[config.mk]
export PLATFORM = sky130hd
export DESIGN_NAME = serial_add
export DESIGN_NICKNAME = d
export VERILOG_FILES = /design/src/rtl/serial_add.sv
export SDC_FILE = /design/constraint.sdc
export NUM_CORES = 1
export LEC_CHECK = 0
export ABC_CLOCK_PERIOD_IN_PS = 2600
export CORE_UTILIZATION = 52
export CTS_CLUSTER_DIAMETER = 200
export DETAILED_ROUTE_END_ITERATION = 10
export PLACE_DENSITY = 0.82
export SLEW_MARGIN = 0
export SYNTH_ARGS = -nofsm -noshare
export SYNTH_HDL_FRONTEND = slang
export SYNTH_SLANG_ARGS = --single-unit
export TNS_END_PERCENT = 20
[constraint.sdc]
create_clock -name clk_i -period 2.6 [get_ports clk_i]
set_clock_uncertainty 0.05 [all_clocks]
set_input_delay 0.52 -clock clk_i [delete_from_list [all_inputs] [get_ports clk_i]]
set_output_delay 0.52 -clock clk_i [all_outputs]
set_load 0.02 [all_outputs]
[src/rtl/serial_add.sv]
// serial_add: bit-serial LSB-first adder with valid/ready handshakes on both sides
// Ports: clk_i, reset_i (sync, active-high); operand side valid_i/ready_o/a_i/b_i;
// result side valid_o/ready_i/sum_o/carry_o, held stable in DONE until accepted.
module half_add (
    input  logic a,
    input  logic b,
    output logic s,
    output logic c
);
    assign s = a ^ b;
    assign c = a & b;
endmodule

module serial_add #(
    parameter int width_p = 8
) (
    input  logic               clk_i,
    input  logic               reset_i,
    input  logic               valid_i,
    output logic               ready_o,
    input  logic [width_p-1:0] a_i,
    input  logic [width_p-1:0] b_i,
    output logic               valid_o,
    input  logic               ready_i,
    output logic [width_p-1:0] sum_o,
    output logic               carry_o
);
    localparam int cw = $clog2(width_p + 1);
    typedef enum logic [1:0] {IDLE, BUSY, DONE} state_t;
    state_t             state, state_n;
    logic [width_p-1:0] a_r, b_r, res_r;
    logic [cw-1:0]      cnt;
    logic               carry_r, s1, c1, sbit, c2;
    half_add ha1 (.a(a_r[0]), .b(b_r[0]), .s(s1), .c(c1));
    half_add ha2 (.a(s1), .b(carry_r), .s(sbit), .c(c2));
    always_comb begin
        state_n = state;
        case (state)
            IDLE:    state_n = valid_i ? BUSY : IDLE;
            BUSY:    state_n = (cnt == cw'(width_p - 1)) ? DONE : BUSY;
            DONE:    state_n = ready_i ? IDLE : DONE;
            default: state_n = IDLE;
        endcase
    end
    always_ff @(posedge clk_i) begin
        if (reset_i) begin
            state   <= IDLE;
            a_r     <= '0;
            b_r     <= '0;
            res_r   <= '0;
            carry_r <= 1'b0;
            cnt     <= '0;
        end else begin
            state <= state_n;
            if (state == IDLE && valid_i) begin
                a_r     <= a_i;
                b_r     <= b_i;
                carry_r <= 1'b0;
                cnt     <= '0;
            end else if (state == BUSY) begin
                a_r     <= a_r >> 1;
                b_r     <= b_r >> 1;
                // sum bit enters at the MSB; the extra top bit keeps width_p=1 legal
                res_r   <= width_p'({sbit, res_r} >> 1);
                carry_r <= c1 | c2;
                cnt     <= cnt + cw'(1);
            end
        end
    end
    assign ready_o = state == IDLE;
    assign valid_o = state == DONE;
    assign sum_o   = res_r;
    assign carry_o = carry_r;
endmodule

==> impl_metrics.py, run 1 <==
metrics = {
    "min_path": {
        "holdCritPathClass": "reg2reg",
        "min_from": "a_r[2]$_SDFFE_PP0P_",
        "min_path_cells": 2,
        "hold_path_end": "a_r[1]$_SDFFE_PP0P_",
    },
    "grt": {
        "grt_pass1_wl_um": 4816,
        "antenna_found_initial": 0,
        "grt_pass1_vias": 1097,
        "grt_overflow": 0,
        "grt_max_degree": 25,
        "grtUsageTotal_pct": 24.64,
    },
    "clock_network": {
        "clkSlewWorstSetupHoldPaths_ns": 0.09,
        "clock_path_buffers": 2,
        "cts_tree": "done",
        "root_buffer": "clkbuf_4",
        "holdBufCountCts": 0,
        "cts_buffers": 5,
        "clock_sinks": 31,
        "cts_setup_buffers": 0,
        "cts-htree-levels": 2,
        "clock_latency_ns": 0.33,
        "post_cts_resized": 0,
    },
    "setup_path": {
        "rrSetupSlack_ns": 0.78,
        "crit_type": "reg2out",
        "cp_cell_sequence": "nor2b_1 -> clkdlybuf4s50_1",
        "r2r-end": "b_r[6]$_SDFFE_PP0P_",
        "ff2ff_path_depth": 3,
        "cp.required_ns": 2.03,
        "crit_slowest_cell": "clkdlybuf4s50_1",
        "max_stage_delay_ns": 0.63,
        "worstReg2RegStart": "state[0]$_SDFF_PP0_",
        "end_kind": "output port",
        "critPathLaunchType": "register",
        "arrival_ns": 1.67,
        "critPathMaxFanout": 10,
    },
    "sta": {
        "tightest_slew_ns": 0.8125,
        "post-route-min-period_ns": 2.242,
        "fmax_mhz": 446.1,
        "timing.final.crit_share_pct": 86.22,
        "rsz0062_at_grt": "false",
        "finalSetupViolCount": 0,
        "slew_viol_final": 0,
        "finalHoldViolations": 0,
        "slew_headroom_pct": 45.83,
        "tns_ns": 0,
    },
    "placed_design": {
        "gp_congestion": 0.7877,
        "portBuffers": 30,
        "hpwl_um": 1957,
        "placed_area_sq_mm": 0.001617,
    },
    "run": {
        "maxCapViolCount": 0,
    },
    "yosys": {
        "syn_avg_cell_area_sq_um": 8.255,
        "syn_nets": 186,
        "synth_cell_type_count": 28,
        "ys_ff_latch": 31,
        "ys_seq_area_share_pct": 45.84,
        "ys_warn_count": 0,
        "synthSimpleGateAreaFrac_pct": 24.58,
        "synth_top_family_by_area": "simple AND/OR/NAND/NOR gates",
        "syn-cell-area_sq_mm": 0.001354,
        "synth_xor_area_share_pct": 1.294,
        "syn-instance-count": 164,
        "synth_adder_area_share_pct": 2.403,
        "synth-compound-area-share_pct": 18.95,
        "synthMuxAreaShare_pct": 0,
    },
    "cells_and_area": {
        "postLayoutCellArea_sq_mm": 0.001658,
        "diodes": 0,
        "fillers": 234,
        "drive_gt1_share_pct": 6.383,
        "syn2layout_area_growth_pct": 22.46,
        "fin_nets": 211,
    },
    "run_status": {
        "status": "complete, no violations",
    },
    "power": {
        "p_leak_nw": 0.5842,
        "max-vdd-ir-drop_mv": 0.4951,
        "total_power_mw": 0.9096,
        "powerDensity_mw_per_mm2": 548.7,
    },
    "drt": {
        "antenna_left": 0,
        "drt-initial-drc-count": 20,
        "via_per_inst": 5.569,
        "wl_um": 2899,
        "firstDrtPassIters": 4,
        "vias": 1214,
        "drc": 0,
        "wl_per_cell_um": 13.30,
    },
    "floorplan": {
        "rows": 18,
        "die-height_um": 53.03,
        "die_area_sq_mm": 0.002812,
        "io_pins": 31,
        "core_area_sq_mm": 0.002477,
        "die_w_um": 53.03,
        "start_util_pct": 54.65,
    },
}
-- through the flow --
step                setup WS [ns]  hold WS, ns  utilization (%)  cells
floorplan                   1.174       0.3871                -    164
finish                     0.3584       0.4016            66.92    218
detailed placement         0.3884       0.4002            65.25    212
CTS                        0.3556       0.4082            66.92    218
global route               0.2646       0.4321            66.92    218
global placement           0.4515       0.3929            65.25    212
-- layout make-up --
class	count	area, sq um	area share, %
Multi-Input combinational cell	118	639.4	38.57
Sequential cell	31	620.6	37.43
Timing Repair Buffer	32	315.3	19.02
Clock buffer	6	41.29	2.491
Tap cell	30	37.54	2.264
Inverter	1	3.754	0.2264
-- registers in the layout, summed over array words and instances, names as in the netlist --
name,count
state,2
carry_o,1
a_r,8
sum_o,8
cnt,4
b_r,8
-- cells in the final DEF (no fill, tap or decap), types with 2 or more instances in the layout --
master,Yosys,routed
a211oi_1,11,11
a21oi_1,27,27
buf_4,2,2
clkbuf_4,0,5
clkdlybuf4s50_1,0,30
dfxtp_1,31,31
nand2_1,35,35
nand2b_1,4,4
nand3_1,3,3
nand3b_1,2,2
nor2_1,19,19
nor3_1,2,2
or3b_2,2,2
-- cell usage after synthesis --
cell	instances	area, sq um
nand2_1	35	131.4
dfxtp_1	31	620.6
a21oi_1	27	135.1
nor2_1	19	71.32
a211oi_1	11	82.58
buf_2	6	30.03
nand2b_1	4	25.02
buf_6	3	33.78
clkbuf_1	3	11.26
nand3_1	3	15.01
buf_4	2	15.01
nand3b_1	2	15.01
nor3_1	2	10.01
or3b_2	2	17.52
a2bb2oi_1	1	8.760
a311oi_2	1	15.01
and2b_1	1	7.510
fa_1	1	20.02
ha_1	1	12.51
inv_1	1	3.750
nor2b_1	1	6.260
nor3b_4	1	18.77
o21ai_0	1	5.000
o21ba_2	1	10.01
or3_1	1	6.260
or3b_1	1	8.760
xnor2_1	1	8.760
xor2_1	1	8.760
-- cell families (layout without fill, tap and decap cells) --
group | count (synthesis) | after routing
AND/OR/NAND/NOR | 72 | 72
AO/OA/AOI/OAI | 42 | 42
adder cells (fa/ha/maj) | 2 | 2
flip-flops | 31 | 31
buffers and inverters | 15 | 39
XOR/XNOR | 2 | 2
-- critical path: cells and delay by family (launching register included) --
| kind | cells | cell delay [ns] |
|---|---|---|
| buf+inv | 1 | 0.63 |
| simple gates | 1 | 0.22 |
| flops | 1 | 0.50 |
-- worst max path at each step --
stage,from,end
after floorplan,valid_i,a_r[1]$_SDFFE_PP0P_
after global placement,valid_i,cnt[0]$_SDFFE_PP0N_
after detailed placement,valid_i,cnt[2]$_SDFFE_PP0N_
after CTS,state[1]$_SDFF_PP0_,valid_o
after global routing,state[1]$_SDFF_PP0_,valid_o
final,state[1]$_SDFF_PP0_,valid_o
-- layer usage --
metal / GRT usage (%) / vias to the layer above / share of wire, % / routed length (um)
li1: - / 597 / - / -
met1: 28.52 / 574 / 43 / 1260
met4: 15.79 / 0 / 3.7 / 106
met3: 6.322 / 10 / 4.4 / 129
met5: 0 / - / 0 / 0
met2: 39.87 / 33 / 48 / 1402
-- report_power, final --
| group | switching [mW] | internal [mW] |
|---|---|---|
| Sequential | 0.0193 | 0.502 |
| Clock | 0.150 | 0.0959 |
| Combinational | 0.0747 | 0.0685 |
| Total | 0.244 | 0.666 |
Note: power is estimated with default switching activity, not from simulation.
==> run 2, diff against run 1 <==
--- a/config.mk
+++ b/config.mk
@@ -6,6 +6,7 @@
 export NUM_CORES = 1
 export LEC_CHECK = 0
 export ABC_CLOCK_PERIOD_IN_PS = 2600
+export CAP_MARGIN = 10
 export CORE_UTILIZATION = 52
 export CTS_CLUSTER_DIAMETER = 200
 export DETAILED_ROUTE_END_ITERATION = 10
==> results of run 2 <==
Final layout, timing and power as in run 1 (identical DEF).
